### src/rtl/pipe_ctrl_pkg.sv
// Shared types and constants for the pipeline stall/bubble controller.
package pipe_ctrl_pkg;

   // Per-port memory request tracking state
   typedef enum logic [1:0] {
      IDLE = 2'd0,
      WAIT = 2'd1,
      DONE = 2'd2
   } port_state_t;

   // Pipeline register write-enable bit positions
   localparam int STG_PC    = 0;
   localparam int STG_IFID  = 1;
   localparam int STG_IDEX  = 2;
   localparam int STG_EXMEM = 3;
   localparam int STG_MEMWB = 4;

   // Bubble insertion mode codes
   localparam int BUBBLE_NONE = 0;
   localparam int BUBBLE_LOAD = 1;
   localparam int BUBBLE_LDST = 2;

endpackage

### src/rtl/pipeline_stall_ctrl_if.sv
// Memory-channel / pipeline-control bundle between the pipeline and the stall controller.
interface pipeline_stall_ctrl_if #(
   parameter int NUM_PORTS  = 2,
   parameter int NUM_STAGES = 5,
   parameter int CNT_W      = 32
);
   logic [NUM_PORTS-1:0]  mem_req;
   logic [NUM_PORTS-1:0]  mem_complete;
   logic                  id_ex_mem_read;
   logic                  id_ex_mem_write;
   logic [NUM_STAGES-1:0] stage_write;
   logic                  insert_bubble;
   logic [NUM_PORTS-1:0]  port_busy;
   logic [NUM_PORTS-1:0]  timeout;
   logic [CNT_W-1:0]      stall_cycles;
   logic [CNT_W-1:0]      bubble_cycles;

   // Pipeline / memory side drives requests and observes the controls
   modport master (
      output mem_req, mem_complete, id_ex_mem_read, id_ex_mem_write,
      input  stage_write, insert_bubble, port_busy, timeout, stall_cycles, bubble_cycles
   );

   // Controller side
   modport slave (
      input  mem_req, mem_complete, id_ex_mem_read, id_ex_mem_write,
      output stage_write, insert_bubble, port_busy, timeout, stall_cycles, bubble_cycles
   );
endinterface

### src/rtl/mem_port_tracker.sv
// One memory channel: request FSM, stall (busy) generation and sticky watchdog.
module mem_port_tracker
   import pipe_ctrl_pkg::*;
#(
   parameter int TIMEOUT_CYCLES = 255
) (
   input  logic clk,
   input  logic reset_n,
   input  logic req_i,
   input  logic complete_i,
   output logic busy_o,
   output logic timeout_o
);
   localparam int            WD_W   = $clog2(TIMEOUT_CYCLES + 1);
   localparam logic [WD_W-1:0] WD_LIM = WD_W'(TIMEOUT_CYCLES);

   port_state_t     state_q;
   logic [WD_W-1:0] wd_q;
   logic            timeout_q;
   logic            waiting;

   // Still waiting on this edge: in WAIT and no completion this cycle
   assign waiting = (state_q == WAIT) && !complete_i;

   // Busy releases in the same cycle as the completion pulse; forced low during reset
   assign busy_o    = reset_n & (((state_q == IDLE) & req_i & ~complete_i) | waiting);
   assign timeout_o = timeout_q;

   // Request FSM plus watchdog; DONE ignores req since the requester is still high
   // for the cycle in which the pipe advances
   always_ff @(posedge clk or negedge reset_n) begin
      if (!reset_n) begin
         state_q   <= IDLE;
         wd_q      <= '0;
         timeout_q <= 1'b0;
      end else begin
         case (state_q)
            IDLE:    if (req_i) state_q <= complete_i ? DONE : WAIT;
            WAIT:    if (complete_i) state_q <= DONE;
            DONE:    state_q <= IDLE;
            default: state_q <= IDLE;
         endcase
         if (waiting) begin
            if (wd_q != WD_LIM) wd_q <= wd_q + 1'b1;
            if (wd_q == WD_LIM - 1'b1) timeout_q <= 1'b1;
         end else begin
            wd_q <= '0;
         end
      end
   end

endmodule

### src/rtl/pipeline_stall_ctrl.sv
// Central stall/bubble controller: freezes the pipe while any memory port is busy,
// otherwise optionally bubbles behind an ID/EX memory op; keeps perf counters.
module pipeline_stall_ctrl
   import pipe_ctrl_pkg::*;
#(
   parameter int NUM_PORTS      = 2,
   parameter int NUM_STAGES     = 5,
   parameter int BUBBLE_MODE    = 2,
   parameter int TIMEOUT_CYCLES = 255,
   parameter int CNT_W          = 32
) (
   input  logic                 clk,
   input  logic                 reset_n,
   pipeline_stall_ctrl_if.slave bus
);
   localparam logic EN_LD = (BUBBLE_MODE >= BUBBLE_LOAD);
   localparam logic EN_ST = (BUBBLE_MODE == BUBBLE_LDST);

   logic [NUM_PORTS-1:0]  busy;
   logic [NUM_PORTS-1:0]  tmo;
   logic                  mem_stall;
   logic                  bubble_req;
   logic [NUM_STAGES-1:0] stage_write_d;
   logic                  insert_bubble_d;
   logic [CNT_W-1:0]      stall_cnt_q;
   logic [CNT_W-1:0]      bubble_cnt_q;

   for (genvar p = 0; p < NUM_PORTS; p++) begin : g_port
      mem_port_tracker #(.TIMEOUT_CYCLES(TIMEOUT_CYCLES)) u_trk (
         .clk       (clk),
         .reset_n   (reset_n),
         .req_i     (bus.mem_req[p]),
         .complete_i(bus.mem_complete[p]),
         .busy_o    (busy[p]),
         .timeout_o (tmo[p])
      );
   end

   assign mem_stall  = |busy;
   assign bubble_req = reset_n & ((EN_LD & bus.id_ex_mem_read) | (EN_ST & bus.id_ex_mem_write));

   // Priority: memory stall freezes everything (and suppresses bubble), then bubble
   // holds PC and IF/ID while ID/EX takes a NOP, else everything advances
   always_comb begin
      stage_write_d   = '1;
      insert_bubble_d = 1'b0;
      if (mem_stall) begin
         stage_write_d = '0;
      end else if (bubble_req) begin
         stage_write_d[STG_IFID:STG_PC] = '0;
         insert_bubble_d                = 1'b1;
      end
   end

   // Saturating performance counters
   always_ff @(posedge clk or negedge reset_n) begin
      if (!reset_n) begin
         stall_cnt_q  <= '0;
         bubble_cnt_q <= '0;
      end else begin
         if (mem_stall && (stall_cnt_q != '1)) stall_cnt_q <= stall_cnt_q + 1'b1;
         if (insert_bubble_d && (bubble_cnt_q != '1)) bubble_cnt_q <= bubble_cnt_q + 1'b1;
      end
   end

   assign bus.stage_write   = stage_write_d;
   assign bus.insert_bubble = insert_bubble_d;
   assign bus.port_busy     = busy;
   assign bus.timeout       = tmo;
   assign bus.stall_cycles  = stall_cnt_q;
   assign bus.bubble_cycles = bubble_cnt_q;

endmodule

### src/flat_wrapper.sv
// flat-port wrapper written by rule: the top's interface ports become plain ports
module pipeline_stall_ctrl_flat import pipe_ctrl_pkg::*;
#(
   parameter int NUM_PORTS      = 2,
   parameter int NUM_STAGES     = 5,
   parameter int BUBBLE_MODE    = 2,
   parameter int TIMEOUT_CYCLES = 255,
   parameter int CNT_W          = 32
)
  (clk, reset_n, bus_mem_req, bus_mem_complete, bus_id_ex_mem_read, bus_id_ex_mem_write, bus_stage_write, bus_insert_bubble, bus_port_busy, bus_timeout, bus_stall_cycles, bus_bubble_cycles);
  pipeline_stall_ctrl_if #(.NUM_PORTS(NUM_PORTS), .NUM_STAGES(NUM_STAGES), .CNT_W(CNT_W)) bus_i ();
  input  logic clk;
  input  logic reset_n;
  input wire logic [$bits(bus_i.mem_req)-1:0] bus_mem_req;
  input wire logic [$bits(bus_i.mem_complete)-1:0] bus_mem_complete;
  input wire logic [$bits(bus_i.id_ex_mem_read)-1:0] bus_id_ex_mem_read;
  input wire logic [$bits(bus_i.id_ex_mem_write)-1:0] bus_id_ex_mem_write;
  output wire logic [$bits(bus_i.stage_write)-1:0] bus_stage_write;
  output wire logic [$bits(bus_i.insert_bubble)-1:0] bus_insert_bubble;
  output wire logic [$bits(bus_i.port_busy)-1:0] bus_port_busy;
  output wire logic [$bits(bus_i.timeout)-1:0] bus_timeout;
  output wire logic [$bits(bus_i.stall_cycles)-1:0] bus_stall_cycles;
  output wire logic [$bits(bus_i.bubble_cycles)-1:0] bus_bubble_cycles;
  assign bus_i.mem_req = bus_mem_req;
  assign bus_i.mem_complete = bus_mem_complete;
  assign bus_i.id_ex_mem_read = bus_id_ex_mem_read;
  assign bus_i.id_ex_mem_write = bus_id_ex_mem_write;
  assign bus_stage_write = bus_i.stage_write;
  assign bus_insert_bubble = bus_i.insert_bubble;
  assign bus_port_busy = bus_i.port_busy;
  assign bus_timeout = bus_i.timeout;
  assign bus_stall_cycles = bus_i.stall_cycles;
  assign bus_bubble_cycles = bus_i.bubble_cycles;
  pipeline_stall_ctrl #(.NUM_PORTS(NUM_PORTS), .NUM_STAGES(NUM_STAGES), .BUBBLE_MODE(BUBBLE_MODE), .TIMEOUT_CYCLES(TIMEOUT_CYCLES), .CNT_W(CNT_W)) u_core (.clk(clk), .reset_n(reset_n), .bus(bus_i));
endmodule
### config.mk
export PLATFORM = sky130hd
export DESIGN_NAME = pipeline_stall_ctrl_flat
export DESIGN_NICKNAME = d
export VERILOG_FILES = /design/src/rtl/pipe_ctrl_pkg.sv /design/src/rtl/pipeline_stall_ctrl_if.sv /design/src/rtl/mem_port_tracker.sv /design/src/rtl/pipeline_stall_ctrl.sv /design/src/flat_wrapper.sv
export SDC_FILE = /design/constraint.sdc
export NUM_CORES = 1
export LEC_CHECK = 0
export ABC_AREA = 1
export CAP_MARGIN = 20
export CORE_MARGIN = 3
export CORE_UTILIZATION = 51
export CTS_BUF_LIST = sky130_fd_sc_hd__clkbuf_4
export DETAILED_ROUTE_END_ITERATION = 7
export GPL_TIMING_DRIVEN = 0
export HOLD_SLACK_MARGIN = 0.02
export PLACE_DENSITY = 0.79
export SYNTH_ARGS = -nofsm -noshare
export SYNTH_HDL_FRONTEND = slang
export SYNTH_SLANG_ARGS = --single-unit
### constraint.sdc
create_clock -name clk -period 1.72 [get_ports clk]
set_input_delay 0.258 -clock clk [delete_from_list [all_inputs] [get_ports clk]]
set_output_delay 0.258 -clock clk [all_outputs]
set_load 0.02 [all_outputs]
Word-level counts from Yosys, hierarchy flattened
Index checks and enable logic that the tools add are counted.
{"block": "classes", "n_eq_ne": 14, "bitwise": 12, "addsub": 4, "n_reduce_logical": 13, "n_mux": 17}
{"operator": "$add 32x1->32 const B", "count": 2}
{"operator": "$ne 32x32->1 const B", "count": 2}
{"operator": "$mux 8", "count": 4}
{"operator": "$add 8x1->8 const B", "count": 2}
{"operator": "$eq 8x8->1 const B", "count": 2}
{"operator": "$mux 2", "count": 8}
{"operator": "$ne 8x8->1 const B", "count": 2}
{"operator": "$ne 2x2->1 const B", "count": 4}
{"operator": "$pmux 2 s2", "count": 2}
{"operator": "$reduce_and 2->1", "count": 4}
{"operator": "$and 1x1->1", "count": 7}
{"operator": "$eq 2x1->1 const B", "count": 2}
{"operator": "$logic_and 1x1->1", "count": 4}
{"operator": "$logic_not 2->1", "count": 2}
{"operator": "$ne 2x1->1 const B", "count": 2}
{"operator": "$mux 3", "count": 1}
{"operator": "$or 1x1->1", "count": 3}
{"operator": "$logic_not 1->1", "count": 2}
{"operator": "$mux 1", "count": 2}
{"operator": "$not 1->1", "count": 2}
{"operator": "$reduce_or 2->1", "count": 1}
{"block": "word_totals", "ff_bits": 86, "output_inout_bits": 74, "word_cells": 68}

Logic depth before layout (Yosys ltp)
Gate-level depths: netlist (run 1).
{"block": "logic_depth", "word_depth": 8, "mapped_depth": 11, "mapped_depth_nobuf": 10}

By module
From an unflattened synthesis (run 1), not the netlist that was laid out.
{"block": "hier_totals", "hier_cells": 838, "hier_area_um2": 5556.6}
{"module": "pipeline_stall_ctrl", "instances": 1, "seq_area_each_um2": 1601.5, "area_each_um2": 4345.4, "cells_each": 694}
{"module": "mem_port_tracker", "instances": 2, "seq_area_each_um2": 275.3, "area_each_um2": 605.6, "cells_each": 72}

Worst setup path before layout (run 1)
No wires, ideal clock.
{"block": "synth_timing", "path_type": "register -> register", "startpoint": "register u_core.bubble_cnt_q[1] (netlist: u_core.bus.bubble_cycles[1])", "endpoint": "register u_core.bubble_cnt_q[18] (netlist: u_core.bus.bubble_cycles[18])", "t_required_ps": 1603, "synth_period_minus_slack_ps": 1782, "setup_slack_ps": -62, "stages_incl_launch_ff": 12, "arrival_time_ps": 1665, "n_path_buf": 1, "cell_sequence": "dfrtp_1 -> ha_1 -> inv_1 -> nor2_2 -> nand2_2 -> nor2_2 -> nand2_2 -> nand2_4 -> inv_2 -> buf_6 -> nand2_1 -> nand2_1"}
{"block": "synth_via", "elab_chain_cells": 2, "word_cells_on_any_way": 3}
{"item": "start, declared", "line": "pipeline_stall_ctrl.sv:26", "rtl": "logic [CNT_W-1:0] bubble_cnt_q;"}
{"item": "start signal, assigned", "line": "pipeline_stall_ctrl.sv:62", "rtl": "if (insert_bubble_d && (bubble_cnt_q != '1)) bubble_cnt_q <= bubble_cnt_q + 1'b1;"}
{"item": "parallel branches: the longest is 2 deep, another holds $add 32x1->32"}
Parallel ways; which one is timed is not known.
A chain may end at the register's enable or synchronous reset.

Worst setup path in the final report (run 1)
{"block": "layout_timing", "startpoint": "register u_core.g_port[1].u_trk.state_q[1]", "endpoint": "output bus_stage_write[4]"}
{"block": "layout_via", "elab_chain_cells": 7, "word_cells_on_any_way": 9}
{"item": "start, declared", "line": "mem_port_tracker.sv:17", "rtl": "port_state_t state_q;"}
{"item": "start signal, assigned", "line": "mem_port_tracker.sv:38", "rtl": "IDLE: if (req_i) state_q <= complete_i ? DONE : WAIT;"}
{"item": "$logic_not 2->1", "line": "mem_port_tracker.sv:26", "rtl": "assign busy_o = reset_n & (((state_q == IDLE) & req_i & ~complete_i) | waiting);"}
{"item": "$and 1x1->1 (2 in series)", "line": "mem_port_tracker.sv:26"}
{"item": "$or 1x1->1 *", "line": "mem_port_tracker.sv:26"}
{"item": "$and 1x1->1 *", "line": "mem_port_tracker.sv:26"}
{"item": "$reduce_or 2->1 *", "line": "pipeline_stall_ctrl.sv:39", "rtl": "assign mem_stall = |busy;"}
{"item": "$mux 3 *", "line": "pipeline_stall_ctrl.sv:47", "rtl": "if (mem_stall) begin"}
{"item": "end, declared", "line": "flat_wrapper.sv:18", "rtl": "output wire logic [$bits(bus_i.stage_write)-1:0] bus_stage_write;"}
Mark *: on every way between the ends. The rest lies on a longest branch, timed or not.

==> results.ini, run 1 <==
[run_status]
status = finished, violations left
violations = negative setup slack

[timing]
tightest_slew_ns = 0.3391
slew_viol_final = 0
finalWorstPathRequiredPeriod_ns = 1.872
slew_headroom_pct = 77.22
finalCritPeriodShare_pct = 108.8
fin_skew_ns = 0.02267
max_freq_mhz = 534.3
rsz0062_at_grt = true
fin_hold_ws_ns = 0.3887
setup_ws_ns = -0.1516
hold_viol = 0
setup_violations = 7
fin_tns_setup_ns = -0.7048

[drt]
firstDrtPassIters = 5
drc = 0
wirelength_um = 15330
wl_per_cell_um = 13.52
vias = 5743
ant_nets = 0
drtIter0Drc = 312
vias_per_cell = 5.064

[layout]
fillers = 874
stdcell_count = 1134
area_growth_pct = 35.28
drive_above_1_share_pct = 20.84
diodes = 0
final_nets = 1007
final_util_pct = 71.57

[critical_path]
critPathArrivalTime_ns = 1.61
crit_chain = nor2_4 > nand3_4 > nand2_4 > inv_6 > buf_6 > buf_6
critPathLaunchType = flop
path_class = reg2out
cp_common_cell = buf_6
crit_fanout = 3
slowest_delay_ns = 0.45
end_kind = primary output
required_ns = 1.46
slowest_stage = dfrtp_1

[die]
die_h_um = 110.2
core_mm2 = 0.01046
rows = 37
start_util_pct = 52.91
num_io_pins = 82
dieWidth_um = 110.2
die_area_mm2 = 0.01214

[clock_tree]
clk_pin_slew_ns = 0.16
clockBufferDepth = 2
worstSkewPairLatency_ns = 0.46
cts_tree = yes
h-tree-depth = 3
cts_root_buf = clkbuf_4
cts_buffers = 9
clock_sinks = 86

[power_and_ir_drop]
irDropWorstVdd_v = 0.0006327
leakage_nw = 3.756
powerDensity_mw_per_mm2 = 639.7

[yosys]
synthDistinctLibCells = 27
netlist_area_mm2 = 0.005535
synth_area_per_cell_um2 = 6.520
ys_warn_count = 0
yosys_register_bits = 86
synth.area.top_cells = dfrtp_1 39%, nand2_1 27%, nor2_1 8.0%, inv_1 5.4%, nand3_1 4.1%
yosys.area.top_type = dfrtp_1
synth_top_cell_area_share_pct = 38.88
synth_cells = 849
syn-num-nets = 863
ys_seq_area_share_pct = 38.88

[global_routing]
grtUsageTotal_pct = 24.38
grt_pass1_wl_um = 23380
grt_max_degree = 33
grt_overflow = 0
antenna_found_initial = 0
grt_pass1_vias = 5116

[placed_design]
gp_congestion = 0.9267
dp_hpwl_um = 10340
dp.cells = 1067
port-buffer-count = 81
dp_slack_ns = -0.8644

[run]
max_cap_viol_count = 0

[hold_path]
hold_class = in2async

[state kept, by name (all words and copies together) (netlist names)]
name,cells
u_core.bus.bubble_cycles,32
u_core.bus.stall_cycles,32
u_core.g_port.u_trk.state_q,4
u_core.g_port.u_trk.timeout_o,2
u_core.g_port.u_trk.wd_q,16
[Yosys cell counts (all sizes together)]
library cell	count
nor2	126
o22ai	1
inv	81
nand3b	4
xor2	17
nor3	6
buf	17
a31oi	3
nand2	409
a21oi	5
nand4	5
xnor2	11
nand3	45
o21ai	23
o21bai	2
dfrtp	86
and2	1
nor3b	1
ha	6
[critical path, delay by kind of cell, from the launching register on]
kind / cells / cell delay, ns
AND/OR/NAND/NOR: 3 / 0.42
flip-flops: 1 / 0.45
buffers and inverters: 3 / 0.29
[routing by layer]
layer  routed length [µm]  GRT usage [%]  vias to the layer above
met3                 1079          4.834                       28
li1                     -              -                     2883
met4                  320          5.101                        0
met5                    0              0                        -
met1                 6382          31.37                     2624
met2                 7549          42.63                      208
[layout make-up]
type | instances | area (µm²) | share of cell area [%]
repair inverters | 1 | 8.758 | 0.1170
clock buffers | 9 | 67.56 | 0.9023
plain buffers | 16 | 176.4 | 2.356
clock inverters | 7 | 72.57 | 0.9691
inverters | 81 | 326.6 | 4.361
repair buffers | 133 | 1300 | 17.36
flip-flops and latches | 86 | 2212 | 29.54
multi-input cells | 665 | 3154 | 42.12
well taps | 136 | 170.2 | 2.272
[through the flow]
step,instance area (µm²),power (mW)
6_report,7488,4.790
5_1_grt,7488,5.032
4_1_cts,6909,4.565
2_1_floorplan,5540,2.849
3_3_place_gp,6521,3.241
3_5_place_dp,6546,3.259
[report_power, final]
part           switching, mW  total [mW]  internal (mW)
Sequential             0.180        2.32           2.14
Combinational          0.666        1.25          0.581
Clock                  0.771        1.22          0.449
Total                   1.62        4.79           3.17
[cells by family (layout without fill, tap and decap cells)]
kind of cell | Yosys count | in the layout | synth area share [%]
compound gates | 34 | 34 | 3.255
flops | 86 | 86 | 38.88
simple gates | 597 | 597 | 43.76
xor+xnor | 28 | 28 | 4.430
fa+ha+maj | 6 | 6 | 1.356
buf+inv | 98 | 247 | 8.318
[path summary, 6_finish.rpt]
kind | to | cells past startpoint | startpoint | slack, ns
setup / recovery | bus_stage_write[4] | 6 | u_core.g_port[1].u_trk.state_q[1]$_DFFE_PN0P_ | -0.15
hold / removal | u_core.g_port[1].u_trk.state_q[0]$_DFFE_PN0P_ | 4 | reset_n | 0.39
setup reg to reg | u_core.bus.stall_cycles[28]$_DFFE_PN0P_ | 11 | u_core.bus.stall_cycles[0]$_DFFE_PN0P_ | 0
hold reg to reg | u_core.g_port[0].u_trk.wd_q[7]$_DFFE_PN0P_ | 1 | u_core.g_port[0].u_trk.wd_q[7]$_DFFE_PN0P_ | 0.48
max in group asynchronous | u_core.bus.stall_cycles[16]$_DFFE_PN0P_ | 6 | reset_n | 0.85
min in group clk | u_core.g_port[0].u_trk.state_q[0]$_DFFE_PN0P_ | 2 | bus_mem_complete[0] | 0.40
[what timing repair did]
action / 4_1_cts / 5_1_grt
setup buffers: 13 / 28
gates resized for setup: 134 / 116
pin swaps: 7 / 25
hold buffers: 6 / 0
endpoints found under the hold margin: 54 / 0
cloned: 1 / 4
endpoints found under the setup margin: 129 / 68
[cells in the final DEF, fill, tap and decap left out, types with 4 or more instances in the layout]
master             n
nand2_1          370
nor2_1           105
inv_1             76
dlygate4sd2_1     66
dfrtp_2           48
buf_4             43
nand3_1           42
dfrtp_1           38
nand2_2           25
o21ai_0           19
buf_6             18
xor2_1            17
nor2_2            15
nand2_4           12
xnor2_1           11
clkbuf_4           9
nor2_4             6
nor3_1             6
clkdlybuf4s50_1    6
inv_6              5
a21oi_1            5
nand4_1            5
nand3b_1           4
buf_8              4
o21ai_1            4
ha_1               4
(Power assumes the default switching activity.)
==> inputs of run 2 (changes only) <==
Settings changed: SYNTH_HIERARCHICAL set to 1.
==> run 2 against run 1 <==
Effect of this change:
- the flow finishes with violations (negative hold slack, negative setup slack)
- register-to-register slack lost 0.17 ns
- sequential share of layout area decreased by 0.49 points
- critical path type unchanged
- setup slack worse by 0.20 ns
- area after synthesis grew 0.38%
- critical endpoint is now bus_stage_write[1]
- cell area is essentially flat
- die area increased by 0.36%
- first-iteration DRC count is 86% higher
- count of clock-buffer cells in the layout is the same
- fmax decreased by 9.6%
- synthesized cell count is 1.3% lower
- critical path depth rose by 2
==> results.ini, run 2 <==
[layout]
final_area_mm2 = 0.007493  ; was 0.007488 mm²
diodes = 0  ; unchanged
regArea_mm2 = 0.002177  ; was 0.002212 mm²
fillers = 857  ; was 874
final_nets = 972  ; was 1007
area_growth_pct = 34.86  ; was 35.28%
layout_common_cells = 345 x nand2_1, 105 x nor2_1, 66 x dfrtp_1  ; was 370 x nand2_1, 105 x nor2_1, 76 x inv_1
drive_above_1_share_pct = 21.39  ; was 20.84%
stdcell_count = 1099  ; was 1134
final_common_cell = nand2_1  ; unchanged
multiInputGateArea_mm2 = 0.003445  ; was 0.003154 mm²

[placed_design]
dp_hpwl_um = 10810  ; was 10340 µm
placed_area_mm2 = 0.006629  ; was 0.006546 mm²
port-buffer-count = 81  ; unchanged
dp.cells = 1056  ; was 1067
gp_congestion = 0.9883  ; was 0.9267

[timing]
hold_viol = 56  ; was 0
tightest_slew_ns = 0.3616  ; was 0.3391 ns
finalWorstPathRequiredPeriod_ns = 2.070  ; was 1.872 ns
slew_viol_final = 0  ; unchanged
fin_skew_ns = 0.02319  ; was 0.02267 ns
max_freq_mhz = 483.0  ; was 534.3 MHz
fin_hold_ws_ns = -0.1716  ; was 0.3887 ns
setup_ws_ns = -0.3502  ; was -0.1516 ns
setup_violations = 55  ; was 7
rsz0062_at_grt = true  ; unchanged
slew_headroom_pct = 75.81  ; was 77.22%
finalCritPeriodShare_pct = 120.4  ; was 108.8%

[die]
start_util_pct = 53.11  ; was 52.91%
die_h_um = 110.4  ; was 110.2 µm
num_io_pins = 82  ; unchanged
die_area_mm2 = 0.01218  ; was 0.01214 mm²
dieWidth_um = 110.4  ; was 110.2 µm
core_mm2 = 0.01046  ; unchanged
rows = 37  ; unchanged

[yosys]
async_reset_ff_share_pct = 100.0  ; unchanged
syn-num-nets = 852  ; was 863
synth_cells = 838  ; was 849
netlist_area_mm2 = 0.005557  ; was 0.005535 mm²
yosys_most_used_dff = dfrtp_1  ; unchanged
yosysMostFrequentCell = nand2_1  ; unchanged
synth.area.top_cells = dfrtp_1 39%, nand2_1 26%, nor2_1 8.4%, inv_1 4.2%, nand3_1 3.7%  ; was dfrtp_1 39%, nand2_1 27%, nor2_1 8.0%, inv_1 5.4%, nand3_1 4.1%
synthDistinctLibCells = 29  ; was 27
ys_warn_count = 6  ; was 0
synth_area_per_cell_um2 = 6.631  ; was 6.520 µm²
yosys.area.top_type = dfrtp_1  ; unchanged
yosys_register_bits = 86  ; unchanged
synth_common_cells = 391 x nand2_1, 124 x nor2_1, 86 x dfrtp_1, 62 x inv_1, 41 x nand3_1  ; was 399 x nand2_1, 118 x nor2_1, 86 x dfrtp_1, 79 x inv_1, 45 x nand3_1
synth_top_cell_area_share_pct = 38.73  ; was 38.88%
ys_seq_area_share_pct = 38.73  ; was 38.88%
synth-edff-count = 0  ; unchanged

[global_routing]
grt_pass1_wl_um = 24510  ; was 23380 µm
grt_overflow = 0  ; unchanged
grt_max_degree = 60  ; was 33
grtUsageTotal_pct = 25.71  ; was 24.38%
grt_pass1_vias = 5139  ; was 5116
antenna_found_initial = 0  ; unchanged

[critical_path]
end_kind = primary output  ; unchanged
path_class = reg2out  ; unchanged
crit_fanout = 3  ; unchanged
crit_buf_inv = 3  ; unchanged
slowest_delay_ns = 0.41  ; was 0.45 ns
cp-startpoint = u_core/g_port[0].u_trk/state_q[0]$_DFFE_PN0P_  ; was u_core.g_port[1].u_trk.state_q[1]$_DFFE_PN0P_
crit_chain = nor2_2 > nor3_2 > and2_4 > nor2_4 > inv_4 > a21oi_4 > buf_6 > buf_6  ; was nor2_4 > nand3_4 > nand2_4 > inv_6 > buf_6 > buf_6
required_ns = 1.46  ; about the same
critPathLaunchType = flop  ; unchanged
rr_startpoint = u_core/g_port[1].u_trk/state_q[1]$_DFFE_PN0P_  ; was u_core.bus.stall_cycles[0]$_DFFE_PN0P_
cp_top_family = simple AND/OR/NAND/NOR gates  ; was flip-flops
critPathArrivalTime_ns = 1.81  ; was 1.61 ns
slowest_stage = dfrtp_1  ; unchanged
cp_common_cell = buf_6  ; unchanged

[clock_tree]
cts_buffers = 9  ; unchanged
worstSkewPairLatency_ns = 0.44  ; was 0.46 ns
ctsHoldBuffers = 3  ; was 6
clock_sinks = 86  ; unchanged
cts_tree = yes  ; unchanged
clk_pin_slew_ns = 0.16  ; about the same
h-tree-depth = 3  ; unchanged
clockBufferDepth = 2  ; unchanged
cts_root_buf = clkbuf_4  ; unchanged

[power_and_ir_drop]
power.total_mw = 4.698  ; was 4.790 mW
powerDensity_mw_per_mm2 = 626.9  ; was 639.7 mW/mm²
leakage_nw = 3.780  ; was 3.756 nW
irDropWorstVdd_v = 0.0005992  ; was 0.0006327 V

[drt]
ant_nets = 0  ; unchanged
wl_met1_um = 7071  ; was 6382 µm
vias_per_cell = 5.326  ; was 5.064
route.met2.wl_um = 7304  ; was 7549 µm
wl_per_cell_um = 14.59  ; was 13.52 µm
drc = 0  ; unchanged
wl_met3_um = 1379  ; was 1079 µm
vias = 5853  ; was 5743
highest_layer = met4  ; unchanged
firstDrtPassIters = 6  ; was 5
drtIter0Drc = 580  ; was 312
wirelength_um = 16030  ; was 15330 µm

[hold_path]
hold_class = in2async  ; unchanged

[run_status]
status = finished, violations left  ; unchanged
violations = negative hold slack, negative setup slack  ; was negative setup slack

[run]
max_cap_viol_count = 0  ; unchanged

-- run 2: cell types whose count changed in the layout (fill, tap and decap cells not counted), sizes merged, moves of 3 or more --
| cell | change |
|---|---|
| buf | -24 |
| inv | -16 |
| nor2 | +9 |
| o21ai | -8 |
| nand3b | +7 |
| nand2 | -4 |
| nand4 | +4 |
| a31oi | -3 |
-- run 2: cells by family (layout without fill, tap and decap cells) --
family                     Yosys count  in the layout  share of synthesized area (%)
xor gates and xnor gates            25             25                          3.941
AOI/OAI and AO/OA                   23             23                          2.229
buffers and inverters               82            207                          6.823
and+or+nand+nor                    616            616                          46.93
DFF                                 86             86                          38.73
adders and majority gates            6              6                          1.351
-- run 2: through the flow --
stage	setup WS [ns]	setup TNS, ns	utilization [%]	hold WS [ns]
floorplan	-0.02409	-0.1092	-	-0.03759
global placement	-4.269	-528.10	63.12	0.4692
detailed placement	-0.9306	-32.82	63.36	0.2351
CTS	-0.4126	-2.582	66.95	-0.1859
global route	-0.4868	-11.61	71.62	-0.1930
finish	-0.3502	-5.920	71.62	-0.1716
-- run 2: final timing paths --
check                                                           endpoint  slack [ns]  depth (start not counted)
hold reg to reg            u_core/g_port[0].u_trk/state_q[0]$_DFFE_PN0P_        0.49                          1
setup / recovery                                      bus_stage_write[1]       -0.35                          8
min in group clk           u_core/g_port[0].u_trk/state_q[0]$_DFFE_PN0P_        0.49                          1
hold / removal              u_core/g_port[0].u_trk/timeout_o$_DFFE_PN0P_       -0.17                          2
setup reg to reg                u_core/bus.bubble_cycles[27]$_DFFE_PN0P_       -0.17                         11
max in group asynchronous        u_core/bus.stall_cycles[18]$_DFFE_PN0P_        1.04                          4
-- run 2: where the power goes --
group	leakage, nW	internal (mW)	switching (mW)	total, mW
Combinational	2.55	0.506	0.641	1.15
Sequential	1.16	2.14	0.196	2.34
Clock	0.0743	0.450	0.765	1.22
-- run 2: area by class of cell --
type | count | area share (%)
multi-input cells | 670 | 45.97
flip-flops and latches | 86 | 29.05
repair buffers | 109 | 14.69
inverters | 67 | 3.657
plain buffers | 15 | 2.488
well taps | 136 | 2.271
clock inverters | 7 | 0.9684
clock buffers | 9 | 0.9017
-- run 2: timing repair --
| action | in CTS | in global routing |
|---|---|---|
| setup endpoints to repair | 135 | 74 |
| gates cloned | 0 | 5 |
| pin swaps | 10 | 37 |
| endpoints found under the hold margin | 30 | 56 |
| resized for setup | 158 | 104 |
| buffers inserted | 10 | 10 |
-- run 2: worst register-to-register path: stages, from the launching register on --
cell and delay, ns:
dfrtp_1 0.42, nor3_2 0.24, and2_4 0.21, nor2_4 0.06, nand3_4 0.11, clkinv_4 0.08, buf_6 0.13, nand2_8 0.14
clkinv_8 0.12, clkbuf_16 0.18, nand2_2 0.05, nand2_1 0.04
-- run 2: layer usage --
| metal | vias up | track usage [%] |
|---|---|---|
| met2 | 289 | 39.51 |
| met4 | 0 | 8.883 |
| met1 | 2712 | 37.42 |
| met5 | - | 0 |
| li1 | 2829 | - |
| met3 | 23 | 3.320 |
==> inputs of run 3 (changes only) <==
Settings changed: CAP_MARGIN 20 to 0, CORE_UTILIZATION 51 to 57, PLACE_DENSITY 0.79 to 0.83.
Clock period 1.72 ns to 2 ns, I/O delays scaled along.
==> run 3 against run 2 <==
Effect of this change:
- the run ends with negative setup slack left
- combinational power fell by 20%
- count of clock-buffer cells in the layout up 1
- utilization is 3.5 points higher
- die area fell by 10%
- sequential power fell by 15%
- critical path depth did not move
- total power down 17%
- final cell count is 0.91% lower
- cell area is 6.1% lower
- worst hold slack gained 0.67 ns
- via count down 3.2%
- register-to-register slack improved by 0.24 ns
- critical path type unchanged
- largest power group unchanged
==> results.ini, run 3 (synthesized netlist as in run 2, its figures left out) <==
[run]
max_cap_viol_count = 0  ; unchanged

[placed_design]
gp_congestion = 0.9635  ; was 0.9883
port-buffer-count = 81  ; unchanged
dp_hpwl_um = 10960  ; was 10810 µm
dp_slack_ns = -0.8018  ; was -0.9306 ns

[layout]
final_common_cell = nand2_1  ; unchanged
final_util_pct = 75.10  ; was 71.62%
layout_common_cells = 390 x nand2_1, 113 x nor2_1, 84 x dfrtp_1  ; was 345 x nand2_1, 105 x nor2_1, 66 x dfrtp_1
multiInputGateArea_mm2 = 0.003126  ; was 0.003445 mm²
fillers = 771  ; was 857
drive_above_1_share_pct = 12.51  ; was 21.39%
area_growth_pct = 26.66  ; was 34.86%
regArea_mm2 = 0.002155  ; was 0.002177 mm²
final_nets = 968  ; was 972

[run_status]
violations = negative setup slack  ; was negative hold slack, negative setup slack
status = finished, violations left  ; unchanged

[timing]
fin_tns_setup_ns = -0.4784  ; was -5.920 ns
slew_viol_final = 0  ; unchanged
fin_skew_ns = 0.01235  ; was 0.02319 ns
finalCritPeriodShare_pct = 106.8
hold_viol = 0  ; was 56
tightest_slew_ns = 0.3760  ; was 0.3616 ns
max_freq_mhz = 468.3
rsz0062_at_grt = true  ; unchanged
setup_ws_ns = -0.1352  ; was -0.3502 ns
setup_violations = 6  ; was 55
finalWorstPathRequiredPeriod_ns = 2.135
slew_headroom_pct = 74.84  ; was 75.81%

[drt]
vias = 5664  ; was 5853
drtIter0Drc = 349  ; was 580
wl_per_cell_um = 13.79  ; was 14.59 µm
wirelength_um = 15020  ; was 16030 µm
ant_nets = 0  ; unchanged
drc = 0  ; unchanged
vias_per_cell = 5.201  ; was 5.326
firstDrtPassIters = 5  ; was 6

[die]
start_util_pct = 59.29  ; was 53.11%
die_h_um = 104.7  ; was 110.4 µm
dieWidth_um = 104.7  ; was 110.4 µm
core_mm2 = 0.009371  ; was 0.01046 mm²
die_area_mm2 = 0.01097  ; was 0.01218 mm²
rows = 35  ; was 37
num_io_pins = 82  ; unchanged

[global_routing]
grt_pass1_wl_um = 25500  ; was 24510 µm
grt_overflow = 0  ; unchanged
grt_max_degree = 47  ; was 60
antenna_found_initial = 0  ; unchanged
grtUsageTotal_pct = 28.29  ; was 25.71%
grt_pass1_vias = 5390  ; was 5139

[critical_path]
critPathLaunchType = flop  ; unchanged
reg2reg_depth = 11  ; unchanged
r2r_end = u_core/bus.stall_cycles[3]$_DFFE_PN0P_  ; was u_core/bus.bubble_cycles[27]$_DFFE_PN0P_
end_kind = primary output  ; unchanged
crit_chain = nor2_2 > nor3_2 > and2_4 > nor2_4 > inv_2 > a21oi_2 > buf_4 > buf_6  ; was nor2_2 > nor3_2 > and2_4 > nor2_4 > inv_4 > a21oi_4 > buf_6 > buf_6
timing.reg2reg.setup_slack_ns = 0.07  ; was -0.17 ns
critPathArrivalTime_ns = 1.84  ; was 1.81 ns
cp-startpoint = u_core/g_port[0].u_trk/state_q[0]$_DFFE_PN0P_  ; unchanged
slowest_stage = dfrtp_1  ; unchanged
slowest_delay_ns = 0.42  ; was 0.41 ns
path_class = reg2out  ; unchanged
rr_startpoint = u_core/g_port[0].u_trk/state_q[0]$_DFFE_PN0P_  ; was u_core/g_port[1].u_trk/state_q[1]$_DFFE_PN0P_
endpoint = bus_stage_write[1]  ; unchanged
required_ns = 1.70  ; was 1.46 ns
crit_fanout = 4  ; was 3

[power_and_ir_drop]
cell_internal_pwr_mw = 2.649  ; was 3.096 mW
swShare_pct = 32.19  ; was 34.10%
leakage_nw = 3.202  ; was 3.780 nW
pwr-share-seq_pct = 50.6  ; was 49.7%
power.net_switching_mw = 1.258  ; was 1.602 mW
powerDensity_mw_per_mm2 = 555.2  ; was 626.9 mW/mm²
combPwrFrac_pct = 23.6  ; was 24.4%
p_clk_share_pct = 25.8  ; was 25.9%
irDropWorstVdd_v = 0.0006347  ; was 0.0005992 V

[clock_tree]
clock_sinks = 86  ; unchanged
cts_tree = yes  ; unchanged
cts_buffers = 9  ; unchanged
h-tree-depth = 3  ; unchanged
clockBufferDepth = 2  ; unchanged
worstSkewPairLatency_ns = 0.44  ; about the same
clk_pin_slew_ns = 0.14  ; was 0.16 ns
cts_root_buf = clkbuf_4  ; unchanged

[hold_path]
hold_class = in2reg  ; was in2async

[run 3: final cells by class]
class	instances	area share (%)
Multi-Input combinational cell	670	44.41
Sequential cell	86	30.61
Timing Repair Buffer	105	15.06
Inverter	67	3.644
Tap cell	129	2.293
Buffer	15	1.991
Clock buffer	10	1.067
Clock inverter	6	0.8889
Antenna cell	1	0.03556
[run 3: how the worst min path moves through the flow]
stage                                                                to  depth (start not counted)  slack [ns]                                          from
after floorplan                 u_core/bus.bubble_cycles[0]$_DFFE_PN0P_                          0       0.004                                       reset_n
after global placement     u_core/g_port[0].u_trk/timeout_o$_DFFE_PN0P_                          1        0.46  u_core/g_port[0].u_trk/timeout_o$_DFFE_PN0P_
after detailed placement         u_core/bus.stall_cycles[9]$_DFFE_PN0P_                          1        0.32                                       reset_n
after CTS                 u_core/g_port[0].u_trk/state_q[0]$_DFFE_PN0P_                          3        0.45                                bus_mem_req[0]
after global routing      u_core/g_port[0].u_trk/state_q[1]$_DFFE_PN0P_                          3        0.48                                bus_mem_req[0]
final                     u_core/g_port[0].u_trk/state_q[1]$_DFFE_PN0P_                          3        0.50                                bus_mem_req[0]
[run 3: power by group through the flow]
stage	logic, mW	clock network [mW]	registers [mW]
2_1_floorplan	0.343	0	2.08
3_3_place_gp	0.758	0	2.00
3_5_place_dp	0.795	0	2.01
4_1_cts	0.861	1.05	1.98
5_1_grt	1.00	1.12	2.00
6_report	0.924	1.01	1.98
[run 3: metal layers]
metal | routed length, µm | GRT usage, % | share of wire (%)
met5 | 0 | 0 | 0
met4 | 311 | 9.560 | 2.1
met3 | 933 | 4.571 | 6.2
met2 | 7273 | 46.38 | 48
met1 | 6496 | 38.27 | 43
[run 3: worst max-delay path: cells and delay by family (launching register included)]
family | cells | cell delay [ns]
flops | 1 | 0.42
buf+inv | 3 | 0.31
simple gates | 4 | 0.53
compound gates | 1 | 0.14
[run 3: through the flow]
| stage | std cells | area [µm²] | hold WS [ns] | power, mW |
|---|---|---|---|---|
| after detailed placement | 1049 | 6558 | 0.3197 | 2.805 |
| after global routing | 1088 | 7036 | 0.4774 | 4.121 |
| final | 1089 | 7038 | 0.4969 | 3.907 |
| after global placement | 1048 | 6533 | 0.4618 | 2.758 |
| after floorplan | 838 | 5560 | 0.004409 | 2.426 |
| after CTS | 1081 | 6902 | 0.4465 | 3.884 |
[run 3: what timing repair did]
action	CTS	global route
hold buffers	5	0
pin swaps	3	5
endpoints found under the hold margin	40	0
endpoints found under the setup margin	33	68
gates cloned	0	0
resized for setup	47	27
setup buffers	11	7
